## src/rtl/riscv_lsu_apb_if.sv

```systemverilog
// Core-request, response and APB4 signal bundle for the load/store unit.
// master = the LSU itself; slave = the core plus the APB slave around it.
interface riscv_lsu_apb_if #(
  parameter int ADDR_W = 32,
  parameter int DATA_W = 32
);
  logic                  req_valid_i;
  logic                  req_ready_o;
  logic [ADDR_W-1:0]     req_addr_i;
  logic [DATA_W-1:0]     req_wdata_i;
  logic                  req_wnr_i;
  logic [1:0]            req_size_i;
  logic                  req_unsigned_i;
  logic                  rsp_valid_o;
  logic [DATA_W-1:0]     rsp_data_o;
  logic                  rsp_err_o;
  logic                  rsp_misalign_o;
  logic                  rsp_timeout_o;
  logic                  psel_o;
  logic                  penable_o;
  logic                  pwrite_o;
  logic [ADDR_W-1:0]     paddr_o;
  logic [DATA_W-1:0]     pwdata_o;
  logic [DATA_W/8-1:0]   pstrb_o;
  logic                  pready_i;
  logic                  pslverr_i;
  logic [DATA_W-1:0]     prdata_i;

  modport master (
    input  req_valid_i, req_addr_i, req_wdata_i, req_wnr_i, req_size_i, req_unsigned_i,
    input  pready_i, pslverr_i, prdata_i,
    output req_ready_o, rsp_valid_o, rsp_data_o, rsp_err_o, rsp_misalign_o, rsp_timeout_o,
    output psel_o, penable_o, pwrite_o, paddr_o, pwdata_o, pstrb_o
  );

  modport slave (
    output req_valid_i, req_addr_i, req_wdata_i, req_wnr_i, req_size_i, req_unsigned_i,
    output pready_i, pslverr_i, prdata_i,
    input  req_ready_o, rsp_valid_o, rsp_data_o, rsp_err_o, rsp_misalign_o, rsp_timeout_o,
    input  psel_o, penable_o, pwrite_o, paddr_o, pwdata_o, pstrb_o
  );
endinterface

```

## src/rtl/riscv_lsu_apb.sv

```systemverilog
// Load/store unit: one core request becomes one APB4 transfer; 3 cycles + wait states (1 if misaligned).
// Backpressure: req_ready_o is low from acceptance until the response cycle has passed.
module riscv_lsu_apb #(
  parameter int ADDR_W  = 32,
  parameter int DATA_W  = 32,
  parameter int TIMEOUT = 16
) (
  input  logic            clk,
  input  logic            reset,
  riscv_lsu_apb_if.master bus
);
  localparam int NB    = DATA_W / 8;
  localparam int OFF_W = $clog2(NB);
  localparam int CNT_W = (TIMEOUT > 0) ? $clog2(TIMEOUT + 1) : 1;

  typedef enum logic [1:0] {IDLE, SETUP, ACCESS, RESP} state_e;

  state_e              state_q;
  logic                req_ready_q;
  logic                psel_q, penable_q, pwrite_q;
  logic [ADDR_W-1:0]   paddr_q;
  logic [DATA_W-1:0]   pwdata_q;
  logic [NB-1:0]       pstrb_q;
  logic                rsp_valid_q, rsp_err_q, rsp_misalign_q, rsp_timeout_q;
  logic [DATA_W-1:0]   rsp_data_q;
  logic [CNT_W-1:0]    cnt_q, cnt_d;
  logic [OFF_W-1:0]    off_q, off_d;
  logic [1:0]          size_q;
  logic                unsigned_q;

  logic [ADDR_W-1:0]   paddr_d;
  logic [3:0]          nbytes_d;
  logic [2:0]          amask_d;
  logic                bad_d;
  logic [NB-1:0]       pstrb_d;
  logic [DATA_W-1:0]   pwdata_d;

  always_comb begin
    off_d    = bus.req_addr_i[OFF_W-1:0];
    paddr_d  = bus.req_addr_i & ~ADDR_W'(NB - 1);
    nbytes_d = 4'd1 << bus.req_size_i;
    case (bus.req_size_i)
      2'b00:   amask_d = 3'b000;
      2'b01:   amask_d = 3'b001;
      2'b10:   amask_d = 3'b011;
      default: amask_d = 3'b111;
    endcase
    bad_d = (|(bus.req_addr_i[2:0] & amask_d)) || (DATA_W == 32 && bus.req_size_i == 2'b11);
    pstrb_d = bus.req_wnr_i ? ((~({NB{1'b1}} << nbytes_d)) << off_d) : '0;
    // Store lane is replicated so the slave sees it on every byte lane it might decode.
    case (bus.req_size_i)
      2'b00:   pwdata_d = {NB{bus.req_wdata_i[7:0]}};
      2'b01:   pwdata_d = {(NB/2){bus.req_wdata_i[15:0]}};
      2'b10:   pwdata_d = {(NB/4){bus.req_wdata_i[31:0]}};
      default: pwdata_d = bus.req_wdata_i;
    endcase
  end

  logic [DATA_W-1:0]   lane_d, keep_d, ext_d;
  logic [6:0]          lbits_d;
  logic                sign_d;

  always_comb begin
    lane_d  = bus.prdata_i >> {off_q, 3'b000};
    lbits_d = 7'd8 << size_q;
    keep_d  = ~({DATA_W{1'b1}} << lbits_d);
    case (size_q)
      2'b00:   sign_d = lane_d[7];
      2'b01:   sign_d = lane_d[15];
      2'b10:   sign_d = lane_d[31];
      default: sign_d = lane_d[DATA_W-1];
    endcase
    ext_d = (lane_d & keep_d) | ((sign_d && !unsigned_q) ? ~keep_d : '0);
    cnt_d = cnt_q + 1'b1;
  end

  always_ff @(posedge clk) begin
    if (!reset) begin
      state_q        <= IDLE;
      req_ready_q    <= 1'b1;
      psel_q         <= 1'b0;
      penable_q      <= 1'b0;
      pwrite_q       <= 1'b0;
      paddr_q        <= '0;
      pwdata_q       <= '0;
      pstrb_q        <= '0;
      rsp_valid_q    <= 1'b0;
      rsp_data_q     <= '0;
      rsp_err_q      <= 1'b0;
      rsp_misalign_q <= 1'b0;
      rsp_timeout_q  <= 1'b0;
      cnt_q          <= '0;
      off_q          <= '0;
      size_q         <= 2'b00;
      unsigned_q     <= 1'b0;
    end else begin
      // Response outputs live for exactly the RESP cycle.
      rsp_valid_q    <= 1'b0;
      rsp_data_q     <= '0;
      rsp_err_q      <= 1'b0;
      rsp_misalign_q <= 1'b0;
      rsp_timeout_q  <= 1'b0;
      case (state_q)
        IDLE: begin
          if (bus.req_valid_i) begin
            off_q       <= off_d;
            size_q      <= bus.req_size_i;
            unsigned_q  <= bus.req_unsigned_i;
            req_ready_q <= 1'b0;
            if (bad_d) begin
              state_q        <= RESP;
              rsp_valid_q    <= 1'b1;
              rsp_err_q      <= 1'b1;
              rsp_misalign_q <= 1'b1;
            end else begin
              state_q  <= SETUP;
              psel_q   <= 1'b1;
              pwrite_q <= bus.req_wnr_i;
              paddr_q  <= paddr_d;
              pwdata_q <= pwdata_d;
              pstrb_q  <= pstrb_d;
            end
          end
        end
        SETUP: begin
          penable_q <= 1'b1;
          cnt_q     <= '0;
          state_q   <= ACCESS;
        end
        ACCESS: begin
          if (bus.pready_i || (TIMEOUT > 0 && cnt_d == CNT_W'(TIMEOUT))) begin
            state_q     <= RESP;
            psel_q      <= 1'b0;
            penable_q   <= 1'b0;
            pwrite_q    <= 1'b0;
            paddr_q     <= '0;
            pwdata_q    <= '0;
            pstrb_q     <= '0;
            rsp_valid_q <= 1'b1;
            if (bus.pready_i) begin
              rsp_err_q  <= bus.pslverr_i;
              rsp_data_q <= (bus.pslverr_i || pwrite_q) ? '0 : ext_d;
            end else begin
              rsp_err_q     <= 1'b1;
              rsp_timeout_q <= 1'b1;
            end
          end else begin
            cnt_q <= cnt_d;
          end
        end
        default: begin
          req_ready_q <= 1'b1;
          state_q     <= IDLE;
        end
      endcase
    end
  end

  assign bus.req_ready_o    = req_ready_q;
  assign bus.psel_o         = psel_q;
  assign bus.penable_o      = penable_q;
  assign bus.pwrite_o       = pwrite_q;
  assign bus.paddr_o        = paddr_q;
  assign bus.pwdata_o       = pwdata_q;
  assign bus.pstrb_o        = pstrb_q;
  assign bus.rsp_valid_o    = rsp_valid_q;
  assign bus.rsp_data_o     = rsp_data_q;
  assign bus.rsp_err_o      = rsp_err_q;
  assign bus.rsp_misalign_o = rsp_misalign_q;
  assign bus.rsp_timeout_o  = rsp_timeout_q;
endmodule

```

## src/flat_wrapper.sv

```systemverilog
// flat-port wrapper written by rule: the top's interface ports become plain ports
module riscv_lsu_apb_flat 
#(
  parameter int ADDR_W  = 32,
  parameter int DATA_W  = 32,
  parameter int TIMEOUT = 16
)
  (clk, reset, bus_req_valid_i, bus_req_addr_i, bus_req_wdata_i, bus_req_wnr_i, bus_req_size_i, bus_req_unsigned_i, bus_pready_i, bus_pslverr_i, bus_prdata_i, bus_req_ready_o, bus_rsp_valid_o, bus_rsp_data_o, bus_rsp_err_o, bus_rsp_misalign_o, bus_rsp_timeout_o, bus_psel_o, bus_penable_o, bus_pwrite_o, bus_paddr_o, bus_pwdata_o, bus_pstrb_o);
  riscv_lsu_apb_if #(.ADDR_W(ADDR_W), .DATA_W(DATA_W)) bus_i ();
  input  logic clk;
  input  logic reset;
  input wire logic [$bits(bus_i.req_valid_i)-1:0] bus_req_valid_i;
  input wire logic [$bits(bus_i.req_addr_i)-1:0] bus_req_addr_i;
  input wire logic [$bits(bus_i.req_wdata_i)-1:0] bus_req_wdata_i;
  input wire logic [$bits(bus_i.req_wnr_i)-1:0] bus_req_wnr_i;
  input wire logic [$bits(bus_i.req_size_i)-1:0] bus_req_size_i;
  input wire logic [$bits(bus_i.req_unsigned_i)-1:0] bus_req_unsigned_i;
  input wire logic [$bits(bus_i.pready_i)-1:0] bus_pready_i;
  input wire logic [$bits(bus_i.pslverr_i)-1:0] bus_pslverr_i;
  input wire logic [$bits(bus_i.prdata_i)-1:0] bus_prdata_i;
  output wire logic [$bits(bus_i.req_ready_o)-1:0] bus_req_ready_o;
  output wire logic [$bits(bus_i.rsp_valid_o)-1:0] bus_rsp_valid_o;
  output wire logic [$bits(bus_i.rsp_data_o)-1:0] bus_rsp_data_o;
  output wire logic [$bits(bus_i.rsp_err_o)-1:0] bus_rsp_err_o;
  output wire logic [$bits(bus_i.rsp_misalign_o)-1:0] bus_rsp_misalign_o;
  output wire logic [$bits(bus_i.rsp_timeout_o)-1:0] bus_rsp_timeout_o;
  output wire logic [$bits(bus_i.psel_o)-1:0] bus_psel_o;
  output wire logic [$bits(bus_i.penable_o)-1:0] bus_penable_o;
  output wire logic [$bits(bus_i.pwrite_o)-1:0] bus_pwrite_o;
  output wire logic [$bits(bus_i.paddr_o)-1:0] bus_paddr_o;
  output wire logic [$bits(bus_i.pwdata_o)-1:0] bus_pwdata_o;
  output wire logic [$bits(bus_i.pstrb_o)-1:0] bus_pstrb_o;
  assign bus_i.req_valid_i = bus_req_valid_i;
  assign bus_i.req_addr_i = bus_req_addr_i;
  assign bus_i.req_wdata_i = bus_req_wdata_i;
  assign bus_i.req_wnr_i = bus_req_wnr_i;
  assign bus_i.req_size_i = bus_req_size_i;
  assign bus_i.req_unsigned_i = bus_req_unsigned_i;
  assign bus_i.pready_i = bus_pready_i;
  assign bus_i.pslverr_i = bus_pslverr_i;
  assign bus_i.prdata_i = bus_prdata_i;
  assign bus_req_ready_o = bus_i.req_ready_o;
  assign bus_rsp_valid_o = bus_i.rsp_valid_o;
  assign bus_rsp_data_o = bus_i.rsp_data_o;
  assign bus_rsp_err_o = bus_i.rsp_err_o;
  assign bus_rsp_misalign_o = bus_i.rsp_misalign_o;
  assign bus_rsp_timeout_o = bus_i.rsp_timeout_o;
  assign bus_psel_o = bus_i.psel_o;
  assign bus_penable_o = bus_i.penable_o;
  assign bus_pwrite_o = bus_i.pwrite_o;
  assign bus_paddr_o = bus_i.paddr_o;
  assign bus_pwdata_o = bus_i.pwdata_o;
  assign bus_pstrb_o = bus_i.pstrb_o;
  riscv_lsu_apb #(.ADDR_W(ADDR_W), .DATA_W(DATA_W), .TIMEOUT(TIMEOUT)) u_core (.clk(clk), .reset(reset), .bus(bus_i));
endmodule
```

## config.mk

```make
export PLATFORM = sky130hd
export DESIGN_NAME = riscv_lsu_apb_flat
export DESIGN_NICKNAME = d
export VERILOG_FILES = /design/src/rtl/riscv_lsu_apb_if.sv /design/src/rtl/riscv_lsu_apb.sv /design/src/flat_wrapper.sv
export SDC_FILE = /design/constraint.sdc
export NUM_CORES = 1
export LEC_CHECK = 0
export ABC_AREA = 1
export CAP_MARGIN = 20
export CORE_MARGIN = 2
export CORE_UTILIZATION = 23
export CTS_CLUSTER_SIZE = 20
export DETAILED_ROUTE_END_ITERATION = 8
export HOLD_SLACK_MARGIN = 0.03
export PLACE_DENSITY_LB_ADDON = 0.05
export SETUP_SLACK_MARGIN = 0.02
export SYNTH_ARGS = -nofsm -noshare
export SYNTH_HDL_FRONTEND = slang
export SYNTH_SLANG_ARGS = --single-unit
```

## constraint.sdc

```tcl
create_clock -name clk -period 2.25 [get_ports clk]
set_input_delay 0.5625 -clock clk [delete_from_list [all_inputs] [get_ports clk]]
set_output_delay 0.5625 -clock clk [all_outputs]
set_load 0.1 [all_outputs]
```

==> run summary, run 1 <==
The Yosys step of the flow raised 0 warnings. In this run the mean area of a mapped cell was 6.386 um2. The run gives 5910 as the number of global-route vias before repair. Counting instances in the post-synthesis netlist gives the leading cell types as 242 x nand2_1, 162 x inv_1, 150 x nor2_1. The post-detailed-placement cell area came out at 8227 um2. In the final routed layout, each cell accounts on average for 14.51 um. The critical path required time is 2.56 ns.

The power after layout was 13.52 mW. STA classifies the critical path endpoint as a register. The tools report the clock latency of the later-clocked register in the worst-skew pair as 0.42 ns. Dominant cell by count in the synthesized netlist: nand2_1. The die area was 27040 um2; the number of enable flip-flop cells after synthesis was 0. The residual overflow from global routing came out at 0. In this run the static leakage power is 4.378 nW.

For this block, the initial DRC count from the detailed router was 325. The share of async-settable or async-resettable flops after synthesis is 0%, and the instance count of the mapped netlist is 927. Entering global routing, the biggest net connects 72 pins. The logs give 0.7598 for the final RePlAce weighted congestion and 58 for the placement row count.

Storage element area: 2362 um2. The count of hold buffers inserted by post-cts repair was 0. Worst slack after detailed placement: -0.05446 ns.

TritonCTS built the clock tree. In the routed layout, each cell is associated on average with a via count of 4.127. After detailed placement, the design holds a cell count of 1442.

The tools report the root buffer cell as clkbuf_16. Across the VDD grid, the largest voltage drop is 0.6239 mV. The share of cells above drive strength 1 works out to 16.08%. CTS built an H-tree with a depth of 4. In the post-synthesis netlist, the biggest area contributors are dfxtp_1 40%, nand2_1 15%, inv_1 10%. In this run the worst hold path is classified as register to register. Footprint of the multi-input gates: 2669 um2.

The total routed wirelength came out at 21420 um. The initial utilization of the core area, before any placement, comes to 23.44%. The largest fanout on the critical path works out to 27. The number of vias after detailed routing was 6092; the flip-flop and latch count after synthesis was 118. Clock-pin slew was measured on the worst setup and hold paths at 0.06 ns. Maximum clock path buffer count: 2. Summing every instance area after synthesis gives 5919 um2. Counting the fill cells in the layout gives 2806. The cell type with the largest total area after synthesis was dfxtp_1. The number of antenna violations at the first check in global routing is 2. The tools report the standard cell core area as 25250 um2. The run finished with clean final reports. The final worst clock skew was 0.01179 ns; the first-pass GRT wire length was 33130 um. The layout overhead on the synthesized area works out to 49.44%. Clock tree synthesis inserted a total of 17 buffers. The number of buffers added on ports came out at 210. STA classifies the critical path startpoint as a register. The worst path uses 83.52% of the clock period.

The logs give 15.94% for the overall track demand over capacity in global routing and 2.19 ns for the data arrival time at the worst-slack endpoint. For the post-route antenna net violation count, the log shows 0. The number of setup buffers added after CTS is 0. The most used flip-flop cell after synthesis is dfxtp_1. The reported max-cap violation count is 0.

Sequential cells were found to cover 39.91% of the synthesized design area. The upper clock frequency limit came out at 532.2 MHz. Setup violations remaining at the end of the flow were counted as 0.

The logs give 8846 um2 for the cell area after layout and 0 for the number of gates given a new drive strength after cts. For the count of final max-slew check failures, the log shows 0. The power density normalized to cell area works out to 1528 nW/um2. The die is 164.4 um wide. The critical path in this run is classified as register to register.

Setup repair after global routing left no endpoint under its margin. Summed over all failing endpoints, the final setup total negative slack is 0 ns. The number of sinks driven by the clock tree was 118; the non-filler instance count after layout was 1476.

The area fraction of the dominant cell type after synthesis came out at 39.91%. The number of distinct standard cells referenced by the synthesized netlist is 33, and the number of nets in the layout is 1240. After layout, the worst setup slack is 0.3709 ns. The floorplan die height came out at 164.4 um. 213 I/O pins were placed. For this run, design rule violations remaining after detail routing come to 0. For the final-report hold violation count, the log shows 0.

The first detailed-routing pass ran for 4 iterations. The HPWL after detailed placement is 15420 um. For the finished layout, the period the worst path requires is 1.879 ns.
==> where the power goes <==
part	internal (mW)	total (mW)	switching, mW	leakage (nW)
clock network	1.78	2.88	1.10	0.281
logic	2.04	7.80	5.76	3.13
registers	2.57	2.84	0.266	0.967
==> routing by layer <==
metal | routed length [um] | track usage, % | vias up
li1 | - | - | 3262
met1 | 10250 | 21.34 | 2649
met2 | 9489 | 25.01 | 162
met3 | 1324 | 4.093 | 19
met4 | 352 | 5.217 | 0
met5 | 0 | 0 | -
==> cell type report <==
class | count | share of cell area [%]
inverters | 164 | 6.959
repair buffers | 243 | 24.50
clock buffers | 18 | 4.965
well taps | 330 | 4.668
flip-flops and latches | 118 | 26.70
diodes | 2 | 0.05658
multi-input cells | 587 | 30.17
clock inverters | 14 | 1.980
==> final timing paths <==
check / slack (ns) / end / cells past startpoint / start
worst max-delay path: 0.37 / u_core.bus.paddr_o[22] / 11 / u_core.cnt_q[0]
worst min-delay path: 0.46 / u_core.bus.psel_o / 2 / u_core.bus.psel_o
worst max register to register: 0.37 / u_core.bus.paddr_o[22] / 11 / u_core.cnt_q[0]
worst min register to register: 0.46 / u_core.bus.psel_o / 2 / u_core.bus.psel_o
==> placed cells by master, fill, tap and decap left out, types with 3 or more instances in the layout <==
master / netlist / final
nand4_1: 45 / 45
ha_1: 4 / 4
o211ai_1: 8 / 8
clkinvlp_4: 0 / 6
o221ai_1: 4 / 4
inv_1: 162 / 162
o21ai_0: 31 / 31
buf_4: 2 / 132
nand2_1: 242 / 242
buf_12: 0 / 7
nor2_1: 150 / 150
dfxtp_1: 118 / 118
a21oi_1: 53 / 53
a311oi_1: 7 / 7
bufinv_16: 0 / 3
nand3_1: 24 / 24
clkbuf_16: 0 / 17
clkdlybuf4s50_1: 0 / 103
==> through the flow <==
stage	utilization, %	hold slack [ns]
2_1_floorplan	-	0.4448
3_3_place_gp	32.58	0.4499
3_5_place_dp	32.58	0.4529
4_1_cts	35.01	0.4519
5_1_grt	35.02	0.4837
6_report	35.03	0.4555
==> flip-flops by register name (all words and copies together), names as in the netlist <==
name,flops
u_core.cnt_q,5
u_core.bus.paddr_o,30
u_core.bus.rsp_data_o,32
u_core.bus.rsp_misalign_o,1
u_core.size_q,2
u_core.bus.penable_o,1
u_core.bus.pwrite_o,1
u_core.bus.rsp_err_o,1
u_core.bus.req_ready_o,1
u_core.bus.pstrb_o,4
u_core.bus.rsp_timeout_o,1
u_core.bus.rsp_valid_o,1
u_core.unsigned_q,1
u_core.state_q,2
u_core.bus.pwdata_o,32
u_core.bus.psel_o,1
u_core.off_q,2
==> cell families (layout without fill, tap and decap cells) <==
| logic type | count (synthesis) | in the layout | synth area share [%] |
|---|---|---|---|
| flops | 118 | 118 | 39.91 |
| compound gates | 110 | 110 | 10.72 |
| fa+ha+maj | 4 | 4 | 0.8455 |
| other cells | 1 | 4 | 0.06335 |
| buf+inv | 223 | 439 | 15.28 |
| simple gates | 471 | 471 | 33.19 |
==> worst max-delay path, stage by stage (launching register included) <==
cell and delay (ns):
dfxtp_1 0.39, ha_1 0.23, nand3_1 0.09, nand2_1 0.06
nand2_1 0.08, nand3_2 0.11, nand3_4 0.22, nand3_4 0.22
buf_12 0.19, nand2_1 0.07, nand2_1 0.06, nor2_1 0.04
Power figures use the tool's default switching activity.
==> inputs of run 2 (changes only) <==
==> constraint.sdc (replaced) <==
create_clock -name clk -period 1.8 [get_ports clk]
set_input_delay 0.45 -clock clk [delete_from_list [all_inputs] [get_ports clk]]
set_output_delay 0.45 -clock clk [all_outputs]
set_load 0.1 [all_outputs]
==> run 2 against run 1 <==
Effect of this change:
- register-to-register slack got worse by 0.20 ns
- combinational power up 49%
- first-iteration DRC count decreased by 13%
- critical path type unchanged
==> run summary, run 2 (synthesized netlist as in run 1, its figures left out) <==
The run finished with clean final reports. The logs give 0.7963 for the final RePlAce weighted congestion and 0.42 ns for the clock latency of the later-clocked register in the worst-skew pair. The design draws 19.04 mW.

Number of global-route vias before repair: 5997. The share of cells above drive strength 1 was 19.85%; the clock-pin slew of the registers on the worst-case setup and hold paths was 0.06 ns. The run gives 0.4389 ns as the worst hold slack. The analysis attributes to cell leakage a power of 4.940 nW.

The storage element area was 2366 um2; the final worst clock skew was 0.01004 ns. The reported max-cap violation count is 0, and the number of fill cells is 2604. Counting tap cells, the placed design contains a total of 1471 instances. For the length of routed met2 wiring, the log shows 9927 um.

The first TritonRoute pass finished after 5 iterations. In the routed layout, each cell is associated on average with a via count of 4.140. The clock drives 118 sinks. Critical path required time: 2.10 ns. The largest net degree at the start of global routing was 68. After detailed routing, the total wire length is 21530 um.

The area growth from synthesis to layout is 79.10%. The footprint of the multi-input gates came out at 2763 um2. The routed design uses 1490 um of met3 wire.

The run gives 0 as the count of final max-slew check failures. The signal on the critical path passes through ha_4 > nand3_1 > nand2_1 > nand2_2 > nand3_2 > nand3_4 > nand3_4 > buf_4 > nor2_2 > nor2_1. The final-report hold violation count is 0, and the worst voltage drop across the vdd grid is 0.8213 mV. TritonCTS built the clock tree.

The number of nets in the layout was 1275. Clock tree synthesis inserted a total of 17 buffers. The floorplan step defined a die boundary enclosing 27040 um2.

The floorplan step set the die height to 164.4 um. The wire length per cell after detailed routing works out to 14.27 um. The HPWL after detailed placement is 15920 um.

The residual overflow from global routing is 0, and the largest fanout on the critical path is 5. Final critical path time including I/O delays and setup: 1.628 ns. The horizontal extent of the die was 164.4 um. The critical path's top delay family was simple AND/OR/NAND/NOR gates. Leaving out fill and tap cells, the most frequent cell in the layout is nand2_1. The critical path is of the register to register type.

The number of antenna diodes in the final layout is 0. In this design, the stage delay of the slowest critical-path cell is 0.35 ns. Leaving out filler cells and counting taps, the final layout contains 1509. The post-route antenna net violation count is 0, and the power density normalized to cell area is 1796 nW/um2.

Number of design-rule violations left by the first detailed-router iteration: 283. The path type of the worst min-delay path is primary input to register. The worst slack after detailed placement was -0.3858 ns. Setup violations remaining at the end of the flow were counted as 0.

Uppermost layer routed: met4. The top cell types in the final layout, fill and taps aside, are 241 x nand2_1, 160 x inv_1, 146 x nor2_1. The worst setup path is captured at a register.

Port buffering added 210 buffers. The root buffer cell is clkbuf_16. The H-tree was split into 4 levels. Data on the critical path arrives at its endpoint at 1.93 ns. During I/O placement, the number of pins put on the boundary was 213. The total area inside the core boundary comes to 25250 um2.

In the post-route analysis, the smallest setup slack over all paths is 0.1716 ns. The critical-path cell with the highest stage delay is dfxtp_2. For this run, design rule violations remaining after detail routing come to 0. The number of antenna violations at the first check in global routing came out at 1. The routed layout has 6247 vias.

Setup repair after global routing left no endpoint under its margin. The most numerous cell type found on the critical path is nand3_4. For this block, wires on met1 add up to 9802 um.

The initial utilization of the core area, before any placement, comes to 23.44%. The overall track demand over capacity in global routing was 15.79%. The logs give 32800 um for the first-pass GRT wire length and 58 for the placement row count. The upper clock frequency limit is 614.1 MHz, and the share of the clock period used by the worst path is 90.47%. The worst setup path is launched from a register.

The clock passes through at most 2 buffers. The buffering stage count on the worst path with inverters included came out at 1.
==> run 2: routing by layer <==
| layer | track usage [%] | vias up |
|---|---|---|
| met2 | 25.26 | 162 |
| met3 | 5.023 | 20 |
| met1 | 20.22 | 2734 |
| li1 | - | 3331 |
| met4 | 5.020 | 0 |
| met5 | 0 | - |
==> run 2: area by class of cell <==
cell class / count / area share, %
Clock buffer: 19 / 4.178
Clock inverter: 13 / 1.617
Inverter: 164 / 5.866
Multi-Input combinational cell: 588 / 26.06
Sequential cell: 118 / 22.32
Tap cell: 330 / 3.895
Timing Repair Buffer: 277 / 36.07
==> run 2: power breakdown <==
| group | internal (mW) | switching (mW) |
|---|---|---|
| clock | 2.23 | 1.35 |
| combinational | 4.26 | 7.35 |
| sequential | 3.22 | 0.624 |
==> run 2: stage by stage <==
stage,TNS [ns],util (%),cell area (um2)
floorplan,0,-,5923
global placement,-27.04,38.84,9808
detailed placement,-27.36,38.84,9808
CTS,0,41.28,10430
global route,0,41.98,10600
finish,0,41.98,10600
==> run 2: final timing paths <==
check                                  end  depth (start not counted)              from  slack [ns]
setup / recovery       u_core.bus.pwrite_o                         10   u_core.cnt_q[1]        0.17
hold / removal    u_core.bus.rsp_timeout_o                          5             reset        0.44
hold reg to reg           u_core.size_q[0]                          2  u_core.size_q[0]        0.47
setup reg to reg       u_core.bus.pwrite_o                         10   u_core.cnt_q[1]        0.17
==> run 2: timing repair <==
action                                  in CTS  in global routing
endpoints found under the setup margin       9                 95
pin swaps                                    0                  1
gates resized for setup                      1                 28
setup buffers                                0                  4
cloned                                       0                  2
hold buffers                                 0                  0
==> run 2: worst min-delay path, cell delays in order <==
cell and delay, ns:
buf_2 0.14, nand2_1 0.07, inv_1 0.05, nand3_1 0.07, inv_1 0.04
==> inputs of run 3 (changes only) <==
--- a/config.mk
+++ b/config.mk
@@ -6,7 +6,7 @@
 export NUM_CORES = 1
 export LEC_CHECK = 0
 export ABC_AREA = 1
-export CAP_MARGIN = 20
+export CAP_MARGIN = 5
 export CORE_MARGIN = 2
 export CORE_UTILIZATION = 23
 export CTS_CLUSTER_SIZE = 20
==> results of run 3 <==
No change in the layout: final DEF, timing and power equal those of run 2.
